==> config.mk <==
export PLATFORM = sky130hd
export DESIGN_NAME = vga_obj_renderer
export DESIGN_NICKNAME = d
export VERILOG_FILES = /design/src/rtl/vga_obj_renderer.sv
export SDC_FILE = /design/constraint.sdc
export NUM_CORES = 2
export LEC_CHECK = 0
export ABC_CLOCK_PERIOD_IN_PS = 13030
export CAP_MARGIN = 20
export CELL_PAD_IN_SITES_DETAIL_PLACEMENT = 0
export CELL_PAD_IN_SITES_GLOBAL_PLACEMENT = 1
export CORE_MARGIN = 1
export CORE_UTILIZATION = 39
export CTS_CLUSTER_DIAMETER = 80
export DETAILED_ROUTE_END_ITERATION = 10
export GPL_TIMING_DRIVEN = 0
export PLACE_DENSITY_LB_ADDON = 0.1
export SYNTH_ARGS = -nofsm -noshare
export SYNTH_HDL_FRONTEND = slang
export SYNTH_SLANG_ARGS = --single-unit
==> constraint.sdc <==
create_clock -name clk -period 13.03 [get_ports clk]
set_clock_uncertainty 0.1 [all_clocks]
set_input_delay 1.9545 -clock clk [delete_from_list [all_inputs] [get_ports clk]]
set_output_delay 1.9545 -clock clk [all_outputs]
set_load 0.01 [all_outputs]
==> src/rtl/vga_obj_renderer.sv <==
// VGA timing generator compositing N_OBJ rectangles over a split two-colour background.
// Latency: colour and syncs trail the h/v counters by exactly 2 pixel enables.
// Backpressure: obj_wr_ready drops only in the single commit clk; a held write lands next clk.
module vga_obj_renderer #(
    parameter int H_ACTIVE = 640,
    parameter int H_FP     = 16,
    parameter int H_SYNC   = 96,
    parameter int H_BP     = 48,
    parameter int V_ACTIVE = 480,
    parameter int V_FP     = 10,
    parameter int V_SYNC   = 2,
    parameter int V_BP     = 33,
    parameter int CLK_DIV  = 4,
    parameter int N_OBJ    = 9,
    parameter int COORD_W  = 11,
    localparam int IDX_W   = (N_OBJ > 1) ? $clog2(N_OBJ) : 1
) (
    input  logic                      clk,
    input  logic                      rst_n,
    input  logic                      obj_wr_en,
    output logic                      obj_wr_ready,
    input  logic [IDX_W-1:0]          obj_wr_idx,
    input  logic signed [COORD_W-1:0] obj_wr_x,
    input  logic signed [COORD_W-1:0] obj_wr_y,
    input  logic [5:0]                obj_wr_hw,
    input  logic [6:0]                obj_wr_hh,
    input  logic [11:0]               obj_wr_color,
    input  logic                      obj_wr_vis,
    input  logic [COORD_W-1:0]        bg_split,
    input  logic [11:0]               bg_left_color,
    input  logic [11:0]               bg_right_color,
    output logic                      frame_start,
    output logic [3:0]                vgaRed,
    output logic [3:0]                vgaGreen,
    output logic [3:0]                vgaBlue,
    output logic                      hsync,
    output logic                      vsync
);

    localparam int HT    = H_ACTIVE + H_FP + H_SYNC + H_BP;
    localparam int VT    = V_ACTIVE + V_FP + V_SYNC + V_BP;
    localparam int DIV_W = (CLK_DIV > 1) ? $clog2(CLK_DIV) : 1;
    localparam int CW    = COORD_W;
    localparam int EW    = COORD_W + 1;

    typedef struct packed {
        logic signed [CW-1:0] x;
        logic signed [CW-1:0] y;
        logic [5:0]           hw;
        logic [6:0]           hh;
        logic [11:0]          color;
        logic                 vis;
    } obj_t;

    logic [DIV_W-1:0] div_cnt;
    logic             pe;
    logic [CW-1:0]    h_cnt;
    logic [CW-1:0]    v_cnt;
    logic             commit;
    logic             wr_acc;
    obj_t             wr_obj;
    obj_t             shadow [N_OBJ];
    obj_t             active [N_OBJ];

    logic [N_OBJ-1:0] hit_d;
    logic [N_OBJ-1:0] hit_q;
    logic             bg_left_q;
    logic             act_q;
    logic             hs_raw_q;
    logic             vs_raw_q;
    logic [11:0]      pix_col;
    logic [11:0]      rgb_q;

    // ---------------- S0: pixel enable and counters ----------------
    assign pe = (div_cnt == DIV_W'(CLK_DIV - 1));

    always_ff @(posedge clk or negedge rst_n) begin
        if (!rst_n) begin
            div_cnt <= '0;
        end else if (pe) begin
            div_cnt <= '0;
        end else begin
            div_cnt <= div_cnt + 1'b1;
        end
    end

    always_ff @(posedge clk or negedge rst_n) begin
        if (!rst_n) begin
            h_cnt <= '0;
            v_cnt <= '0;
        end else if (pe) begin
            if (h_cnt == CW'(HT - 1)) begin
                h_cnt <= '0;
                v_cnt <= (v_cnt == CW'(VT - 1)) ? '0 : v_cnt + 1'b1;
            end else begin
                h_cnt <= h_cnt + 1'b1;
            end
        end
    end

    // The commit clk is the pe that moves the counters onto (0, V_ACTIVE).
    assign commit       = pe && (h_cnt == CW'(HT - 1)) && (v_cnt == CW'(V_ACTIVE - 1));
    assign frame_start  = commit;
    assign obj_wr_ready = ~commit;
    assign wr_acc       = obj_wr_en && obj_wr_ready && (int'(obj_wr_idx) < N_OBJ);

    always_comb begin
        wr_obj       = '0;
        wr_obj.x     = obj_wr_x;
        wr_obj.y     = obj_wr_y;
        wr_obj.hw    = obj_wr_hw;
        wr_obj.hh    = obj_wr_hh;
        wr_obj.color = obj_wr_color;
        wr_obj.vis   = obj_wr_vis;
    end

    // ---------------- shadow / active object registers ----------------
    always_ff @(posedge clk or negedge rst_n) begin
        if (!rst_n) begin
            for (int i = 0; i < N_OBJ; i++) begin
                shadow[i] <= '0;
                active[i] <= '0;
            end
        end else begin
            if (commit) begin
                for (int i = 0; i < N_OBJ; i++) begin
                    active[i] <= shadow[i];
                end
            end
            if (wr_acc) begin
                shadow[obj_wr_idx] <= wr_obj;
            end
        end
    end

    // ---------------- S1: hit test at COORD_W+1 signed width ----------------
    always_comb begin
        logic signed [EW-1:0] h_s;
        logic signed [EW-1:0] v_s;
        logic signed [EW-1:0] dh;
        logic signed [EW-1:0] dv;
        logic signed [EW-1:0] hwv;
        logic signed [EW-1:0] hhv;
        h_s   = $signed({1'b0, h_cnt});
        v_s   = $signed({1'b0, v_cnt});
        dh    = '0;
        dv    = '0;
        hwv   = '0;
        hhv   = '0;
        hit_d = '0;
        for (int i = 0; i < N_OBJ; i++) begin
            dh  = h_s - $signed({active[i].x[CW-1], active[i].x});
            dv  = v_s - $signed({active[i].y[CW-1], active[i].y});
            hwv = $signed({{(EW-6){1'b0}}, active[i].hw});
            hhv = $signed({{(EW-7){1'b0}}, active[i].hh});
            hit_d[i] = active[i].vis && (dh >= -hwv) && (dh <= hwv)
                                     && (dv >= -hhv) && (dv <= hhv);
        end
    end

    always_ff @(posedge clk or negedge rst_n) begin
        if (!rst_n) begin
            hit_q     <= '0;
            bg_left_q <= 1'b0;
            act_q     <= 1'b0;
            hs_raw_q  <= 1'b1;
            vs_raw_q  <= 1'b1;
        end else if (pe) begin
            hit_q     <= hit_d;
            bg_left_q <= (h_cnt < bg_split);
            act_q     <= (h_cnt < CW'(H_ACTIVE)) && (v_cnt < CW'(V_ACTIVE));
            hs_raw_q  <= !((h_cnt >= CW'(H_ACTIVE + H_FP)) &&
                           (h_cnt <  CW'(H_ACTIVE + H_FP + H_SYNC)));
            vs_raw_q  <= !((v_cnt >= CW'(V_ACTIVE + V_FP)) &&
                           (v_cnt <  CW'(V_ACTIVE + V_FP + V_SYNC)));
        end
    end

    // ---------------- S2: priority composite and output registers ----------------
    // Scanning from the top slot down lets the lowest-index hit overwrite the rest.
    always_comb begin
        pix_col = bg_left_q ? bg_left_color : bg_right_color;
        for (int i = N_OBJ - 1; i >= 0; i--) begin
            if (hit_q[i]) begin
                pix_col = active[i].color;
            end
        end
        if (!act_q) begin
            pix_col = '0;
        end
    end

    always_ff @(posedge clk or negedge rst_n) begin
        if (!rst_n) begin
            rgb_q <= '0;
            hsync <= 1'b1;
            vsync <= 1'b1;
        end else if (pe) begin
            rgb_q <= pix_col;
            hsync <= hs_raw_q;
            vsync <= vs_raw_q;
        end
    end

    assign vgaRed   = rgb_q[11:8];
    assign vgaGreen = rgb_q[7:4];
    assign vgaBlue  = rgb_q[3:0];

endmodule

==> flow_summary.json <==
{
  "outcome": "finished clean",
  "synth_xor_area_share_pct": 4.13,
  "ff2ff_path_depth": 18,
  "final_cell_mix": "904 x dfrtp_1, 820 x nand2_1, 536 x ha_1",
  "relSlewSlack_pct": 18.8,
  "cts_buffers": 108,
  "worst_slew_pin_slew_ns": 1.21,
  "synth_cell_type_count": 89,
  "vias_per_cell": 5.37,
  "worst-path-max-fanout": 15,
  "fin_cells": 7533,
  "cts_tree": "done",
  "synth_top_family_by_area": "adder cells",
  "synth_ff_type": "dfrtp_1",
  "clkTransAtPathRegs_ns": 0.06,
  "powerDensity_mw_per_mm2": 114,
  "fp-row-count": 135,
  "max-clock-path-buffers": 3,
  "wl_per_cell_um": 23.7,
  "fin_setup_tns_ns": 0,
  "grt_pass1_vias": 39500,
  "p_sw_w": 0.00165,
  "synth.avg_cell_area_sq_um": 9.88,
  "p_leak_nw": 28.4,
  "worstReg2RegEnd": "hit_q[5]$_DFFE_PN0P_",
  "critPathCaptureType": "primary output",
  "async_flop_share_pct": 100,
  "drt_wl_total_um": 178000,
  "post_cts_resized": 0,
  "hold_viol_final": 0,
  "synth-edff-count": 0,
  "place_congestion": 0.857,
  "grt_max_degree": 118,
  "die_width_um": 371,
  "drt_first_pass_iters": 7,
  "fin_crit_sh_pct": 48.7,
  "crit-reg2reg-launch": "h_cnt[0]$_DFFE_PN0P_",
  "yosysSeqAreaShare_pct": 43.0,
  "dp_hpwl_um": 131000,
  "grt_pass1_wl_um": 265000,
  "vias": 40400,
  "switching_share_pct": 23.6,
  "post_cts_buffers": 0,
  "dp.cells": 7318,
  "critPathLaunch": "h_cnt[4]$_DFFE_PN0P_",
  "synth_adder_area_share_pct": 13.3,
  "postSynthCellCount": 5389,
  "worstPathArrival_ns": 4.30,
  "coreArea_sq_mm": 0.135,
  "crit_end": "frame_start",
  "worst_ep_required_time_ns": 10.98,
  "yosys-mux-area-fraction_pct": 9.86,
  "critical_path_class": "register to primary output",
  "finalMaxSlewViolations": 0,
  "ant_nets": 0,
  "portBuffers": 105,
  "maxCapViolations": 0,
  "synth_seq_cells": 915,
  "cts_max_level": 3,
  "start_util_pct": 39.3,
  "max_freq_mhz": 157,
  "mostFrequentLayoutCell": "dfrtp_1",
  "grt-ovfl-total": 0,
  "p_int_w": 0.00531,
  "min_period_ns": 6.35,
  "antenna_found_initial": 30,
  "reg2reg_slack_ns": 7.69,
  "worstSkewPairLatency_ns": 0.72,
  "vdd_drop_max_mv": 0.125,
  "yosys_warnings": 0,
  "synth_top_area_cell": "dfrtp_1",
  "drive_above_1_share_pct": 12.2,
  "ios": 106,
  "track_usage_pct": 26.2,
  "utilization_pct": 45.2,
  "synth_compound_area_share_pct": 12.3,
  "die-area_sq_mm": 0.138,
  "drc_errors": 0,
  "clockPowerShare_pct": 45.1,
  "combPwrFrac_pct": 7.4,
  "fill_cells": 13100,
  "min_path_type": "register to register",
  "rsz0062_at_grt": "no",
  "power_frac_seq_pct": 47.6,
  "hold_buffers": 0,
  "first_iter_violations": 3081,
  "synth.top_cell.area_share_pct": 42.8,
  "cts_root_buf": "clkbuf_16",
  "setup-violations-final": 0,
  "synth_area_sq_mm": 0.0532,
  "cp-start-kind": "register",
  "syn_nets": 6033,
  "synthTopCellsByArea": "dfrtp_1 43%, ha_1 13%, mux2_2 6.9%",
  "syn_to_final_growth_pct": 15.1,
  "cts_num_sinks": 915,
  "nets": 6294,
  "synth-simple-area-share_pct": 12.6,
  "die_h_um": 371,
  "worst_hold_slack_ns": 0.357
}
==> power by group through the flow <==
stage / Sequential, W / Clock [W] / Combinational, W
final: 0.00331 / 0.00314 / 0.000512
after global routing: 0.00335 / 0.00333 / 0.000559
after CTS: 0.00331 / 0.00321 / 0.000521
after detailed placement: 0.00336 / 0 / 0.000520
after global placement: 0.00338 / 0 / 0.000485
after floorplan: 0.00331 / 0 / 0.000294
==> final cells by class <==
class	count	area (sq um)	area share, %
antenna	20	50.0	0.0817
timing repair buffer	151	2150	3.50
clock inverter	34	519	0.847
sequential	915	22900	37.4
inverter	443	1660	2.71
multi-input combinational	3856	27800	45.3
tap	1781	2230	3.64
clock buffer	158	3100	5.06
buffer	175	878	1.43
==> metrics by stage <==
| stage | instance area [sq um] | power [W] | setup WS [ns] |
|---|---|---|---|
| after global placement | 56500 | 0.00386 | -33.86 |
| after global routing | 61200 | 0.00723 | 6.61 |
| after CTS | 61200 | 0.00704 | 6.69 |
| final | 61300 | 0.00696 | 6.68 |
| after floorplan | 53200 | 0.00361 | 8.26 |
| after detailed placement | 57500 | 0.00388 | 7.47 |
==> logic make-up after synthesis <==
logic type      Yosys count
flops                   915
compound gates         1093
mux                     461
buf+inv                 618
fa+ha+maj               556
simple gates           1495
xor+xnor                251
==> flip-flops by register name (all words and copies together), names as in the netlist, 2 cells and up <==
register  count
active      432
div_cnt       2
rgb_q        12
h_cnt        11
v_cnt        11
hit_q         9
shadow      432
==> critical path, cell delays in order, from the launching register on <==
cell	delay [ns]
dfrtp_2	0.97
or4b_2	0.66
nor4_1	0.32
and3_1	0.23
nand3_1	0.09
or4_1	0.68
inv_1	0.10
clkdlybuf4s50_1	0.53
==> how the worst min path moves through the flow <==
stage	cells past startpoint	to	startpoint	slack, ns
after detailed placement	2	active[193]$_DFFE_PN0P_	active[193]$_DFFE_PN0P_	0.35
final	2	active[64]$_DFFE_PN0P_	shadow[64]$_DFFE_PN0P_	0.36
after floorplan	1	div_cnt[0]$_DFF_PN0_	div_cnt[0]$_DFF_PN0_	0.30
after global placement	2	active[193]$_DFFE_PN0P_	active[193]$_DFFE_PN0P_	0.34
after global routing	2	active[345]$_DFFE_PN0P_	shadow[345]$_DFFE_PN0P_	0.37
after CTS	2	active[103]$_DFFE_PN0P_	shadow[103]$_DFFE_PN0P_	0.36
==> Yosys cell counts (all sizes together), types with 16 or more instances <==
master,instances
dfrtp,911
nand2,821
ha,536
o21ai,496
mux2,446
inv,443
a21oi,219
nor2,215
xnor2,181
buf,98
nand3,92
nor3,89
clkbuf,77
a21o,70
xor2,70
o21a,54
nor2b,51
nand2b,48
nand4,39
nor4,36
and3,30
a31oi,28
o21bai,22
o211ai,21
o22ai,20
a221oi,18
fa,18
a211oi,16
o32ai,16
==> metal layers <==
layer | global-route usage, % | part of all wire (%)
met1 | 37.7 | 48
met2 | 40.9 | 45
met3 | 3.18 | 4.3
met4 | 7.93 | 2.5
met5 | 0 | 0.028
Power figures use the tool's default switching activity.
